<file path="config.mk">
export PLATFORM = sky130hd
export DESIGN_NAME = spi_xfer_arbiter
export DESIGN_NICKNAME = d
export VERILOG_FILES = /design/src/rtl/spi_arb_pkg.sv /design/src/rtl/spi_xfer_arbiter_rr.sv /design/src/rtl/spi_xfer_arbiter.sv
export SDC_FILE = /design/constraint.sdc
export NUM_CORES = 1
export LEC_CHECK = 0
export ABC_AREA = 0
export CAP_MARGIN = 20
export CORE_MARGIN = 2
export CORE_UTILIZATION = 49
export DETAILED_ROUTE_END_ITERATION = 8
export PLACE_DENSITY_LB_ADDON = 0.08
export SYNTH_ARGS = -nofsm -noshare
export SYNTH_HDL_FRONTEND = slang
export SYNTH_HIERARCHICAL = 1
export SYNTH_SLANG_ARGS = --single-unit
export TNS_END_PERCENT = 5
</file>
<file path="constraint.sdc">
create_clock -name clk_i -period 5.1 [get_ports clk_i]
set_clock_uncertainty 0.2 [all_clocks]
set_input_delay 1.275 -clock clk_i [delete_from_list [all_inputs] [get_ports clk_i]]
set_output_delay 1.275 -clock clk_i [all_outputs]
set_load 0.02 [all_outputs]
</file>
<file path="src/rtl/spi_arb_pkg.sv">
// Shared types and sizing helpers for the SPI transfer arbiter.
package spi_arb_pkg;

  typedef enum logic [2:0] {
    IDLE,
    SETUP,
    XFER,
    HOLD,
    GAP
  } state_t;

  // Width of a requester index; never narrower than one bit.
  function automatic int unsigned grant_w(input int unsigned n);
    return (n > 1) ? $clog2(n) : 1;
  endfunction

  localparam int unsigned DEFAULT_NUM_REQ = 4;
  localparam int unsigned GRANT_W         = grant_w(DEFAULT_NUM_REQ);

endpackage

</file>
<file path="src/rtl/spi_xfer_arbiter_rr.sv">
// Combinational round-robin picker: first requester at or after ptr, wrapping.
module rr_arbiter
  import spi_arb_pkg::*;
#(
  parameter int unsigned NUM_REQ = DEFAULT_NUM_REQ,
  parameter int unsigned IDX_W   = GRANT_W
) (
  input  logic [NUM_REQ-1:0] req,
  input  logic [IDX_W-1:0]   ptr,
  output logic [NUM_REQ-1:0] gnt,
  output logic [IDX_W-1:0]   gnt_idx,
  output logic               any
);

  // Scan from the pointer position and keep the first active request.
  always_comb begin
    int unsigned idx;
    logic [IDX_W-1:0] sel;
    gnt     = '0;
    gnt_idx = '0;
    any     = 1'b0;
    idx     = 0;
    sel     = '0;
    for (int unsigned i = 0; i < NUM_REQ; i++) begin
      idx = (32'(ptr) + i) % NUM_REQ;
      sel = IDX_W'(idx);
      if (!any && req[sel]) begin
        any      = 1'b1;
        gnt[sel] = 1'b1;
        gnt_idx  = sel;
      end
    end
  end

endmodule

</file>
<file path="src/rtl/spi_xfer_arbiter.sv">
// Shares one word-level SPI engine between NUM_REQ chip-select owners, one whole
// transaction per grant, with CS setup/hold/gap framing.
module spi_xfer_arbiter
  import spi_arb_pkg::*;
#(
  parameter int unsigned NUM_REQ    = 4,
  parameter int unsigned DATA_WIDTH = 8,
  parameter int unsigned LEN_WIDTH  = 8,
  parameter int unsigned CS_SETUP   = 2,
  parameter int unsigned CS_HOLD    = 2,
  parameter int unsigned CS_GAP     = 4
) (
  input  logic                            clk_i,
  input  logic                            arstn_i,
  input  logic [NUM_REQ-1:0]              req_valid_i,
  input  logic [NUM_REQ*LEN_WIDTH-1:0]    req_len_i,
  output logic [NUM_REQ-1:0]              req_ack_o,
  input  logic [NUM_REQ*DATA_WIDTH-1:0]   req_tdata_i,
  input  logic [NUM_REQ-1:0]              req_tvalid_i,
  output logic [NUM_REQ-1:0]              req_tready_o,
  output logic [DATA_WIDTH-1:0]           rsp_tdata_o,
  output logic [NUM_REQ-1:0]              rsp_tvalid_o,
  output logic                            rsp_tlast_o,
  input  logic [NUM_REQ-1:0]              rsp_tready_i,
  output logic [DATA_WIDTH-1:0]           eng_tx_tdata_o,
  output logic                            eng_tx_tvalid_o,
  input  logic                            eng_tx_tready_i,
  input  logic [DATA_WIDTH-1:0]           eng_rx_tdata_i,
  input  logic                            eng_rx_tvalid_i,
  output logic                            eng_rx_tready_o,
  output logic [NUM_REQ-1:0]              spi_cs_n_o,
  output logic                            busy_o,
  output logic [$clog2(NUM_REQ)-1:0]      grant_o
);

  localparam int unsigned IDX_W   = grant_w(NUM_REQ);
  localparam int unsigned SH_MAX  = (CS_SETUP > CS_HOLD) ? CS_SETUP : CS_HOLD;
  localparam int unsigned TMR_MAX = (SH_MAX > CS_GAP) ? SH_MAX : CS_GAP;
  localparam int unsigned TMR_W   = $clog2(TMR_MAX + 1);

  localparam logic [TMR_W-1:0] SETUP_LAST = TMR_W'(CS_SETUP - 1);
  localparam logic [TMR_W-1:0] HOLD_LAST  = TMR_W'(CS_HOLD - 1);
  localparam logic [TMR_W-1:0] GAP_LAST   = TMR_W'(CS_GAP - 1);

  state_t               state, state_d;
  logic [IDX_W-1:0]     grant, ptr, pick_idx;
  logic [NUM_REQ-1:0]   pick_oh, cs_n, ack;
  logic                 pick_any;
  logic [LEN_WIDTH:0]   len, tx_cnt, rx_cnt;
  logic [TMR_W-1:0]     tmr;
  logic                 slot_open, tx_hs, rx_hs, rx_last, do_grant;
  logic                 spurious_seen;

  rr_arbiter #(
    .NUM_REQ (NUM_REQ),
    .IDX_W   (IDX_W)
  ) u_rr (
    .req     (req_valid_i),
    .ptr     (ptr),
    .gnt     (pick_oh),
    .gnt_idx (pick_idx),
    .any     (pick_any)
  );

  // Next-state decode plus stream steering toward the granted requester.
  always_comb begin
    state_d         = state;
    do_grant        = 1'b0;
    tx_hs           = 1'b0;
    rx_hs           = 1'b0;
    slot_open       = (tx_cnt == rx_cnt) && (tx_cnt <= len);
    rx_last         = (rx_cnt == len);
    req_tready_o    = '0;
    rsp_tvalid_o    = '0;
    rsp_tlast_o     = 1'b0;
    eng_tx_tvalid_o = 1'b0;
    eng_rx_tready_o = 1'b1;
    eng_tx_tdata_o  = req_tdata_i[grant*DATA_WIDTH +: DATA_WIDTH];
    rsp_tdata_o     = eng_rx_tdata_i;
    case (state)
      IDLE: begin
        if (pick_any) begin
          do_grant = 1'b1;
          state_d  = SETUP;
        end
      end
      SETUP: begin
        if (tmr == SETUP_LAST) state_d = XFER;
      end
      XFER: begin
        req_tready_o[grant] = slot_open && eng_tx_tready_i;
        eng_tx_tvalid_o     = slot_open && req_tvalid_i[grant];
        rsp_tvalid_o[grant] = eng_rx_tvalid_i;
        eng_rx_tready_o     = rsp_tready_i[grant];
        rsp_tlast_o         = rx_last;
        tx_hs = slot_open && req_tvalid_i[grant] && eng_tx_tready_i;
        rx_hs = eng_rx_tvalid_i && rsp_tready_i[grant];
        if (rx_hs && rx_last) state_d = HOLD;
      end
      HOLD: begin
        if (tmr == HOLD_LAST) state_d = GAP;
      end
      GAP: begin
        if (tmr == GAP_LAST) state_d = IDLE;
      end
      default: state_d = IDLE;
    endcase
  end

  // State register.
  always_ff @(posedge clk_i) begin
    if (!arstn_i) state <= IDLE;
    else          state <= state_d;
  end

  // Grant latch, word counters, phase timer and registered chip selects.
  always_ff @(posedge clk_i) begin
    if (!arstn_i) begin
      grant         <= '0;
      ptr           <= '0;
      len           <= '0;
      tx_cnt        <= '0;
      rx_cnt        <= '0;
      tmr           <= '0;
      cs_n          <= '1;
      ack           <= '0;
      spurious_seen <= 1'b0;
    end else begin
      ack <= '0;
      tmr <= (state_d != state) ? '0 : tmr + 1'b1;
      if (do_grant) begin
        grant  <= pick_idx;
        ptr    <= (pick_idx == IDX_W'(NUM_REQ - 1)) ? '0 : pick_idx + 1'b1;
        len    <= {1'b0, req_len_i[pick_idx*LEN_WIDTH +: LEN_WIDTH]};
        tx_cnt <= '0;
        rx_cnt <= '0;
        cs_n   <= ~pick_oh;
        ack    <= pick_oh;
      end
      if (tx_hs) tx_cnt <= tx_cnt + 1'b1;
      if (rx_hs) rx_cnt <= rx_cnt + 1'b1;
      if (state == HOLD && state_d == GAP) cs_n <= '1;
      if (state != XFER && eng_rx_tvalid_i) spurious_seen <= 1'b1;
    end
  end

  assign spi_cs_n_o = cs_n;
  assign req_ack_o  = ack;
  assign busy_o     = (state != IDLE);
  assign grant_o    = grant;

endmodule

</file>
==> summary.md <==
| Metric | Value |
|---|---|
| Run status | completed |
| Worst Path Max Fanout | 4 |
| Syn avg cell area | 8.88 um2 |
| Die ar. | 7510 um2 |
| Clock root cell | clkbuf_8 |
| DR WL/cell | 15.6 um |
| Final HPWL DP | 6.88 mm |
| Largest net degree at the start of global routing | 26 |
| Port bufs | 109 |
| CTS resizes | 0 |
| Worst Tran Pin Value | 792 ps |
| Hold buffer count at cts | 0 |
| Max cap viols | 0 |
| Inserted Diodes | 0 |
| Internal power | 0.00114 W |
| Sw Pwr | 0.000805 W |
| Ports | 126 |
| Kind of end point of the critical path | output pin |
| Cell Pwr Density | 428 nW/um2 |
| Antenna violations before repair | 0 |
| Peak VDD IR | 0.205 mV |
| Reg2reg setup slack | 1660 ps |
| Placer Congestion | 0.816 |
| Post-CTS Setup Bufs | 0 |
| Clock share of power | 14.7% |
| Leading cell type in the layout, fill and taps excluded | clkdlybuf4s50_1 |
| Post-synth top flop | dfxtp_1 |
| Die height | 86.7 um |
| Yosys warns | 6 |
| Overflow after GRT | 0 |
| Drt first-iter violations | 177 |
| Layout cells sized above 1 | 8.92% |
| Starting Density | 49.9% |
| Worst-path clk slew | 90 ps |
| Crit Path Category | input pin to output pin |
| Post-synthesis cell count | 377 |
| Total number of vias | 3158 |
| Seq/Total Area, Yosys | 26.3% |
| # clock sinks | 44 |
| Die X | 86.7 um |
| Crit path time final | 4390 ps |
| Sw Share | 41.4% |
| Post-synth top area cell | dfxtp_1 |
| Clk Latency, worst-skew pair | 300 ps |
| Slew Viols, Final | 0 |
| Min Hold Slack | 264 ps |
| CORE AREA | 6720 um2 |
| Asr flop ratio synth | 0% |
| Period utilization | 86.1% |
| Startpoint types | input pin |
| Combinational fraction of design power | 58.0% |
| Row count | 30 |
| Achievable clock frequency | 228 MHz |
| Commonest cells after routing, fill and taps aside | clkdlybuf4s50_1, dfxtp_1, nand2_1 |
| Synth Net Count | 484 |
| Total GRT Usage | 23.7% |
| Reg power frac | 27.3% |
| Worst path required time | 3620 ps |
| Layout Nets | 577 |
| Area growth, synth to finish | 35.6% |
| Mapped cell area | 3350 um2 |
| Post-synth top area share | 26.3% |
| RSZ-0062 raised after global routing | no |
| Final WL | 8.58 mm |
| Post-synthesis register bit count | 44 |
| Cell variety after synth | 51 |
| Vias in the first global route | 3044 |
| First-pass GRT wire length | 14.3 mm |
| Remaining DRCs | 0 |
| Ranking of synthesized cells by area | dfxtp_1, mux4_2, ha_1, xnor2_1, nand2_1 |
| CTS tree | done |
| Slew HR | 47.1% |
| WP data arrival | 2920 ps |
| CTS H-Tree Depth | 2 |
| Final setup violation count | 0 |
| Drt pass-1 iters | 4 |
| Worst hold path class | flip-flop to flip-flop |
| Max clock buf depth | 2 |
| Remaining antenna violation count after routing | 0 |
| Vias/cell | 5.73 |
| Setup_tns | 0 ps |
| Static Leak | 1.67 nW |
| Final Hold Fails | 0 |
| Num CTS Buffers | 5 |
| Number of flops mapped to enable cells by yosys | 0 |
-- worst paths after layout --
path                            cells past startpoint       startpoint               to
worst max-delay path                                4  rsp_tready_i[0]  eng_rx_tready_o
worst min-delay path                                1           tmr[0]           tmr[0]
worst max register to register                     10           ptr[0]           len[7]
worst min register to register                      1           tmr[0]           tmr[0]
-- state kept, by name (all words and copies together), names as in the netlist --
signal and count:
state 3, tmr 3, grant_o 2, ptr 2
req_ack_o 4, len 8, tx_cnt 9, rx_cnt 9
spi_cs_n_o 4
-- critical path: stages --
cell and delay (ps):
clkdlybuf4s50_1 410, mux4_2 490, nand2b_1 170, clkdlybuf4s50_1 560
-- area by class of cell --
class | instances | area [um2]
multi-input combinational | 283 | 2240
fill | 557 | 2180
timing repair buffer | 112 | 1110
sequential | 44 | 881
tap | 80 | 100
inverter | 24 | 90.1
clock buffer | 6 | 82.6
clock inverter | 2 | 38.8
-- kinds of logic (layout without fill, tap and decap cells) --
family	after synthesis	count (layout)	share of synthesized area, %
DFF	44	44	26.3
buffers and inverters	50	144	7.10
AOI/OAI and AO/OA	77	77	15.2
muxes	28	28	16.9
xor gates and xnor gates	20	20	5.23
and+or+nand+nor	139	139	22.2
adders and majority gates	19	19	7.10
-- metal layers --
| layer | vias up | global-route usage, % | routed length [um] |
|---|---|---|---|
| li1 | 1570 | - | - |
| met1 | 1479 | 29.9 | 3720 |
| met2 | 93 | 41.0 | 4330 |
| met3 | 16 | 4.38 | 380 |
| met4 | 0 | 7.39 | 150 |
| met5 | - | 0 | 0 |
-- power by group through the flow --
stage	Clock, W	Combinational (W)	Sequential (W)
after global placement	0	0.00111	0.000536
after global routing	0.000304	0.00124	0.000544
after CTS	0.000289	0.00114	0.000531
final	0.000286	0.00113	0.000530
after detailed placement	0	0.00113	0.000539
after floorplan	0	0.000806	0.000525
-- per-stage QoR --
stage | cells | power, W | area [um2] | util [%] | setup slack (ps)
after detailed placement | 543 | 0.00167 | 4420 | 65.8 | 719
after floorplan | 377 | 0.00133 | 3350 | - | 1540
final | 551 | 0.00195 | 4540 | 67.6 | 709
after global routing | 551 | 0.00209 | 4540 | 67.6 | 651
after global placement | 543 | 0.00165 | 4420 | 65.8 | 745
after CTS | 551 | 0.00196 | 4540 | 67.6 | 718
-- synthesized netlist by cell type, drive strengths merged, types with 13 or more instances --
cell type  count
a21oi         18
and3          13
buf           16
dfxtp         44
ha            19
inv           24
mux4          22
nand2         35
nor2          27
nor3          13
o21ai         16
xnor2         17
(Power assumes the default switching activity.)
